File: config.mk
export PLATFORM = sky130hd
export DESIGN_NAME = serial_adder_ctrl
export DESIGN_NICKNAME = d
export VERILOG_FILES = /design/src/rtl/serial_adder_ctrl.sv
export SDC_FILE = /design/constraint.sdc
export NUM_CORES = 1
export LEC_CHECK = 0
export CAP_MARGIN = 20
export CORE_ASPECT_RATIO = 0.8
export CORE_MARGIN = 5
export CORE_UTILIZATION = 35
export DETAILED_ROUTE_END_ITERATION = 16
export PLACE_DENSITY_LB_ADDON = 0.08
export SYNTH_ARGS = -nofsm -noshare
export SYNTH_HDL_FRONTEND = slang
export SYNTH_SLANG_ARGS = --single-unit
export TNS_END_PERCENT = 10
File: constraint.sdc
create_clock -name clk -period 1.6 [get_ports clk]
set_input_delay 0.32 -clock clk [delete_from_list [all_inputs] [get_ports clk]]
set_output_delay 0.32 -clock clk [all_outputs]
set_load 0.02 [all_outputs]
File: src/rtl/serial_adder_ctrl.sv
// Bit-serial add sequencer: feeds an external 1-bit full adder LSB first and
// returns the WIDTH-bit sum, final carry and signed overflow over valid/ready.
module serial_adder_ctrl #(
  parameter int unsigned WIDTH = 8
) (
  input  logic             clk,
  input  logic             rst,
  input  logic             in_valid,
  output logic             in_ready,
  input  logic [WIDTH-1:0] a_in,
  input  logic [WIDTH-1:0] b_in,
  input  logic             cin_in,
  output logic             fa_a,
  output logic             fa_b,
  output logic             fa_cin,
  input  logic             fa_sum,
  input  logic             fa_cout,
  output logic             out_valid,
  input  logic             out_ready,
  output logic [WIDTH-1:0] sum_out,
  output logic             carry_out,
  output logic             ovf_out
);

  localparam int unsigned CW = $clog2(WIDTH + 1);

  typedef enum logic [1:0] {
    S_IDLE,
    S_RUN,
    S_DONE
  } state_t;

  state_t           state_q;
  logic [WIDTH-1:0] a_sh_q;
  logic [WIDTH-1:0] b_sh_q;
  logic [WIDTH-1:0] res_q;
  logic [WIDTH-1:0] res_d;
  logic [CW-1:0]    cnt_q;
  logic             carry_q;
  logic             in_ready_q;
  logic             out_valid_q;
  logic [WIDTH-1:0] sum_q;
  logic             carry_out_q;
  logic             ovf_q;
  logic             last_bit;

  // Result register shifts right; the newest sum bit enters at the MSB.
  assign res_d    = (res_q >> 1) | (WIDTH'(fa_sum) << (WIDTH - 1));
  assign last_bit = (cnt_q == CW'(WIDTH - 1));

  // Full-adder operands are only driven while bits are being processed.
  assign fa_a   = (state_q == S_RUN) & a_sh_q[0];
  assign fa_b   = (state_q == S_RUN) & b_sh_q[0];
  assign fa_cin = (state_q == S_RUN) & carry_q;

  assign in_ready  = in_ready_q;
  assign out_valid = out_valid_q;
  assign sum_out   = sum_q;
  assign carry_out = carry_out_q;
  assign ovf_out   = ovf_q;

  always_ff @(posedge clk) begin
    if (rst) begin
      state_q     <= S_IDLE;
      a_sh_q      <= '0;
      b_sh_q      <= '0;
      res_q       <= '0;
      cnt_q       <= '0;
      carry_q     <= 1'b0;
      in_ready_q  <= 1'b1;
      out_valid_q <= 1'b0;
      sum_q       <= '0;
      carry_out_q <= 1'b0;
      ovf_q       <= 1'b0;
    end else begin
      case (state_q)
        S_IDLE: begin
          if (in_valid && in_ready_q) begin
            a_sh_q     <= a_in;
            b_sh_q     <= b_in;
            carry_q    <= cin_in;
            cnt_q      <= '0;
            res_q      <= '0;
            in_ready_q <= 1'b0;
            state_q    <= S_RUN;
          end
        end
        S_RUN: begin
          a_sh_q  <= a_sh_q >> 1;
          b_sh_q  <= b_sh_q >> 1;
          res_q   <= res_d;
          carry_q <= fa_cout;
          cnt_q   <= cnt_q + CW'(1);
          // carry_q is the carry into the MSB on the last bit cycle.
          if (last_bit) begin
            out_valid_q <= 1'b1;
            sum_q       <= res_d;
            carry_out_q <= fa_cout;
            ovf_q       <= carry_q ^ fa_cout;
            state_q     <= S_DONE;
          end
        end
        S_DONE: begin
          if (out_ready) begin
            out_valid_q <= 1'b0;
            sum_q       <= '0;
            carry_out_q <= 1'b0;
            ovf_q       <= 1'b0;
            in_ready_q  <= 1'b1;
            state_q     <= S_IDLE;
          end
        end
        default: begin
          state_q    <= S_IDLE;
          in_ready_q <= 1'b1;
        end
      endcase
    end
  end

endmodule

Word level (Yosys, flattened, before mapping). Index checks and enable logic that the tools add are counted.

$add $sub $neg: 1. Equal/unequal tests: 6. Muxes and demuxes: 27. Bitwise operators: 6. Reduce and logical (&&, ||, !) cells: 8.

Operator list (number): $pmux 8 s2 (4); $mux 8 (5); $reduce_and 3->1 (3); $or 7x8->8 (1); $pmux 1 s2 (4); $pmux 4 s2 (1); $mux 1 (7); $mux 2 (3); $ne 2x2->1 const B (3); $pmux 2 s3 (1); $add 4x1->4 const B (1); $eq 4x3->1 const B (1); $mux 4 (1); $reduce_bool 2->1 (2); $and 1x1->1 (3); $pmux 1 s3 (1); $eq 2x1->1 const B (1); $eq 2x2->1 const B (1); $logic_not 2->1 (1); $reduce_and 2->1 (1); $logic_and 1x1->1 (1); $not 1->1 (1); $xor 1x1->1 (1).

Bits in registers: 43. Input bits: 23. Output and inout port bits: 15. Logic and storage cells: 59.

Logic depth before layout (Yosys ltp). Gate-level depths: netlist of the first run.

Depth in word-level cells: 3. Gate-level depth with buffers: 6. Mapped depth without buffers: 4.

Least setup slack after synthesis of the first run. OpenSTA, ideal clock, no wires.

Kind: flip-flop to flip-flop. From: register in_ready_q, in the netlist in_ready. To: register a_sh_q[0]. Library setup time: 122 ps. Arrival: 1295 ps. Required time: 1478 ps. Setup slack: 184 ps. Cell stages (with the launch flop): 5. Path buffers: 1. Period minus slack after synthesis: 1416 ps. Path through: dfxtp_1 > a21oi_2 > o21ba_2 > buf_2 > a221o_1.

Longest elaborated chain between the ends: 3.

Ends and longest elaborated chain: start: declaration (RTL line 40) `logic in_ready_q;`; start signal: assignment (RTL line 70) `in_ready_q <= 1'b1;`; start signal: assignment (RTL line 84) `in_ready_q <= 1'b0;`; start signal: assignment (RTL line 109) `in_ready_q <= 1'b1;`; $logic_and 1x1->1 (RTL line 78) `if (in_valid && in_ready_q) begin`; $ne 2x2->1 (no line); $reduce_and 2->1 (no line); end signal: assignment (RTL line 79) `a_sh_q <= a_in;`; end signal: assignment (RTL line 89) `a_sh_q <= a_sh_q >> 1;`; end: declaration (RTL line 34) `logic [WIDTH-1:0] a_sh_q;`.

No other way between the ends. A chain may end at the register's enable or synchronous reset.

Worst setup path after layout of the first run.
From: register sum_q[4], in the netlist sum_out[4]. To: output sum_out[4].

RTL lines: start: declaration (RTL line 42) `logic [WIDTH-1:0] sum_q;`; start signal: assignment (RTL line 97) `sum_q <= res_d;`; end: declaration (RTL line 20) `output logic [WIDTH-1:0] sum_out,`.

No word-level cell between the ends.

==> metrics.md, run 1 <==
| Metric | Value |
|---|---|
| Synth Area in Compound Gates | 0.2427 |
| Initial antenna violation count | 0 |
| CTS Root Cell | clkbuf_8 |
| Fin nets | 258 |
| Worst Setup SP | sum_out[4] |
| Slew @ Worst Pin | 468.3 ps |
| N_diodes | 0 |
| FMAX | 0.6436 GHz |
| Hold Vio Cnt, Final | 0 |
| R2r worst-path depth | 4 |
| Fin. max-slew vios | 0 |
| Synth-to-Final Area Change | 37.94% |
| Ys Warns | 0 |
| Syn_area_per_cell | 9.876 µm² |
| CP cell instances | clkdlybuf4s50_1 |
| Worst EP arrival | 1230 ps |
| Power, Total | 2146 µW |
| Reg-to-reg critical path endpoint | sum_out[1] |
| Static leakage | 0.001037 µW |
| Slowest cell on the critical path | clkdlybuf4s50_1 |
| CTS buffer count | 5 |
| Pwr Density | 885.1 nW/µm² |
| GR Util All Layers | 0.1391 |
| Post-synthesis mux area share | 0.006406 |
| Synth cell types | 43 |
| Worst-path clk slew | 80 ps |
| DR pass1 iterations | 4 |
| Worst Hold Class | flop to flop |
| Cells after synthesis | 178 |
| Largest net degree at the start of global routing | 16 |
| Fin area | 2425 µm² |
| Fillers | 490 |
| Setup crit end kind | output port |
| DRT iter0 DRCs | 96 |
| R2R Path Start | cnt_q[0] |
| First-pass GRT wire length | 7024 µm |
| Post-cts hold buffer count | 0 |
| Core area | 4950 µm² |
| Hold Worst Slack | 479.5 ps |
| Post-route minimum period | 1554 ps |
| HPWL after detailed placement | 3044 µm |
| CP Data Required Time | 1280 ps |
| DR WL/cell | 13.82 µm |
| Async SR Flop Fraction | 0 |
| RSZ-0062 raised after global routing | no |
| Synthesized net count | 202 |
| Commonest cells post-synth | dfxtp_1, and2_1, a21oi_1 |
| Post-synthesis simple-gate area fraction | 0.1972 |
| Clock Skew | 3.381 ps |
| Setup Crit Path Kind | flop to output port |
| Routability cong. | 0.7696 |
| Drt drc | 0 |
| CP startpoint kind | flop |
| CTS tree | built |
| Via count | 1,495 |
| Largest family of logic cells by synthesized area | compound AO/OA/AOI/OAI gates |
| Top-Level Pins | 38 |
| H-tree Lvls | 2 |
| Hold_sp | sum_out[3] |
| Count leader, synth | dfxtp_1 |
| Post-route ant nets | 0 |
| Reg2reg setup slack | 180 ps |
| Tcrit/Tclk final | 0.9711 |
| Max Cap Violations | 0 |
| Synth Area in XOR/XNOR | 0.004982 |
| Fraction of final layout cells sized beyond drive strength 1 | 0.2426 |
| Register area share after synthesis | 0.4783 |
| Syn Std Cell Area | 1758 µm² |
| Post-synth top area share | 0.4783 |
| Yosys top cell by area | dfxtp_1 |
| Die Wd | 89.24 µm |
| Die Footprint | 6549 µm² |
| Outcome | finished, final reports clean |
| Clock Path Buffers | 2 |
| Worst path bufs/invs | 1 |
| Number of cells on the worst hold path | 2 |
| Initial core utilization | 0.3552 |
| Worst rel slew slack | 0.6878 |
| GRT overflow | 0 |
| Die Y | 73.39 µm |
| Hold EP | sum_out[3] |
| Clock Latency Late Sink | 290 ps |
| WL final | 4106 µm |
| Worst vdd ir | 412.5 µV |
| Vias in the first global route | 1,531 |
| Critical path's largest stage delay | 610 ps |
| Yosys reg bits | 42 |
| Num Clock Sinks | 42 |
| Top delay family on crit path | buffers and inverters |
| Top FF cell, synth | dfxtp_1 |
| # rows | 23 |
| Number of synthesized flops with an enable pin | 0 |
| Drt via density | 5.034 |
| Post-synthesis adder-cell area fraction | 0.007117 |
| Placed Area | 2328 µm² |
| # port buffers | 37 |
| Final setup viols | 0 |
| Crit Path Max Fanout | 2 |
| Synth area leaders | dfxtp_1, a221o_1, and2_1 |
==> cells by family after synthesis <==
family,count (synthesis)
AND/OR/NAND/NOR,56
XOR/XNOR,1
AO/OA/AOI/OAI,56
adder cells (fa/ha/maj),1
buffers and inverters,21
multiplexers,1
flip-flops,42
==> power breakdown <==
| group | internal (µW) | switching, µW | total [µW] |
|---|---|---|---|
| registers | 1090 | 28.0 | 1120 |
| logic | 176 | 141 | 317 |
| clock network | 347 | 361 | 708 |
==> placed cells by master (no fill, tap or decap), drive strengths merged, types with 6 or more instances in the layout <==
cell type      synthesis  routed
o22ai                  7       7
dlymetal6s2s           0       6
a31o                   8       8
buf                   12      29
clkdlybuf4s50          0      27
a21oi                 13      13
a221o                 10      10
and2                  13      13
nand2b                10      10
dfxtp                 42      42
clkbuf                 2       6
inv                    7       7
nor3                   8       8
==> worst reg2reg max path, delay by kind of cell (launching register included) <==
family          cells  cell delay [ps]
flops               1              380
simple gates        2              430
compound gates      1              280
fa+ha+maj           1              230
==> how the worst max path moves through the flow <==
stage,depth (start not counted),to
after global routing,1,sum_out[3]
after global placement,3,fa_b
final,1,sum_out[4]
after CTS,1,sum_out[0]
after floorplan,4,a_sh_q[0]
after detailed placement,4,b_sh_q[5]
==> repair_timing <==
item / in CTS / in global routing
gates resized for setup: 15 / 6
pin swaps: 0 / 0
setup buffers: 0 / 0
setup endpoints to repair: 4 / 6
==> cell type report <==
cell class                      count  area [µm²]  share of cell area
Tap cell                           62       77.57             0.03199
Inverter                            7       26.28             0.01084
Clock inverter                      2       12.51            0.005160
Clock buffer                        6       82.58             0.03406
Timing Repair Buffer               63       576.8              0.2379
Multi-Input combinational cell    115       808.3              0.3333
Sequential cell                    42       840.8              0.3467
==> flip-flops by register name (all words and copies together) (netlist names) <==
register   cells
a_sh_q         8
state_q        2
cnt_q          4
out_valid      1
sum_out        8
res_q          7
in_ready       1
carry_q        1
carry_out      1
b_sh_q         8
ovf_out        1
==> metal layers <==
layer  track usage  wire, µm  up-vias
met5             0         0        -
met4       0.05455        71        0
met3       0.03700       218        6
met2        0.2085      1814       30
met1        0.1900      2002      694
li1              -         -      765
==> metrics by stage <==
step / util / worst slack [ps] / instances / TNS (ps)
CTS: 0.4869 / 16.50 / 297 / 0
global placement: 0.4704 / -148.2 / 289 / -3111
detailed placement: 0.4704 / -175.7 / 289 / -3710
global route: 0.4899 / 0.7857 / 297 / 0
floorplan: - / 183.7 / 178 / 0
finish: 0.4899 / 46.17 / 297 / 0
(Power assumes the default switching activity.)
==> run 2: changes to the inputs <==
Settings changed: CTS_CLUSTER_SIZE from default to 20.
==> results of run 2 <==
No change in the layout: final DEF, timing and power equal those of run 1.
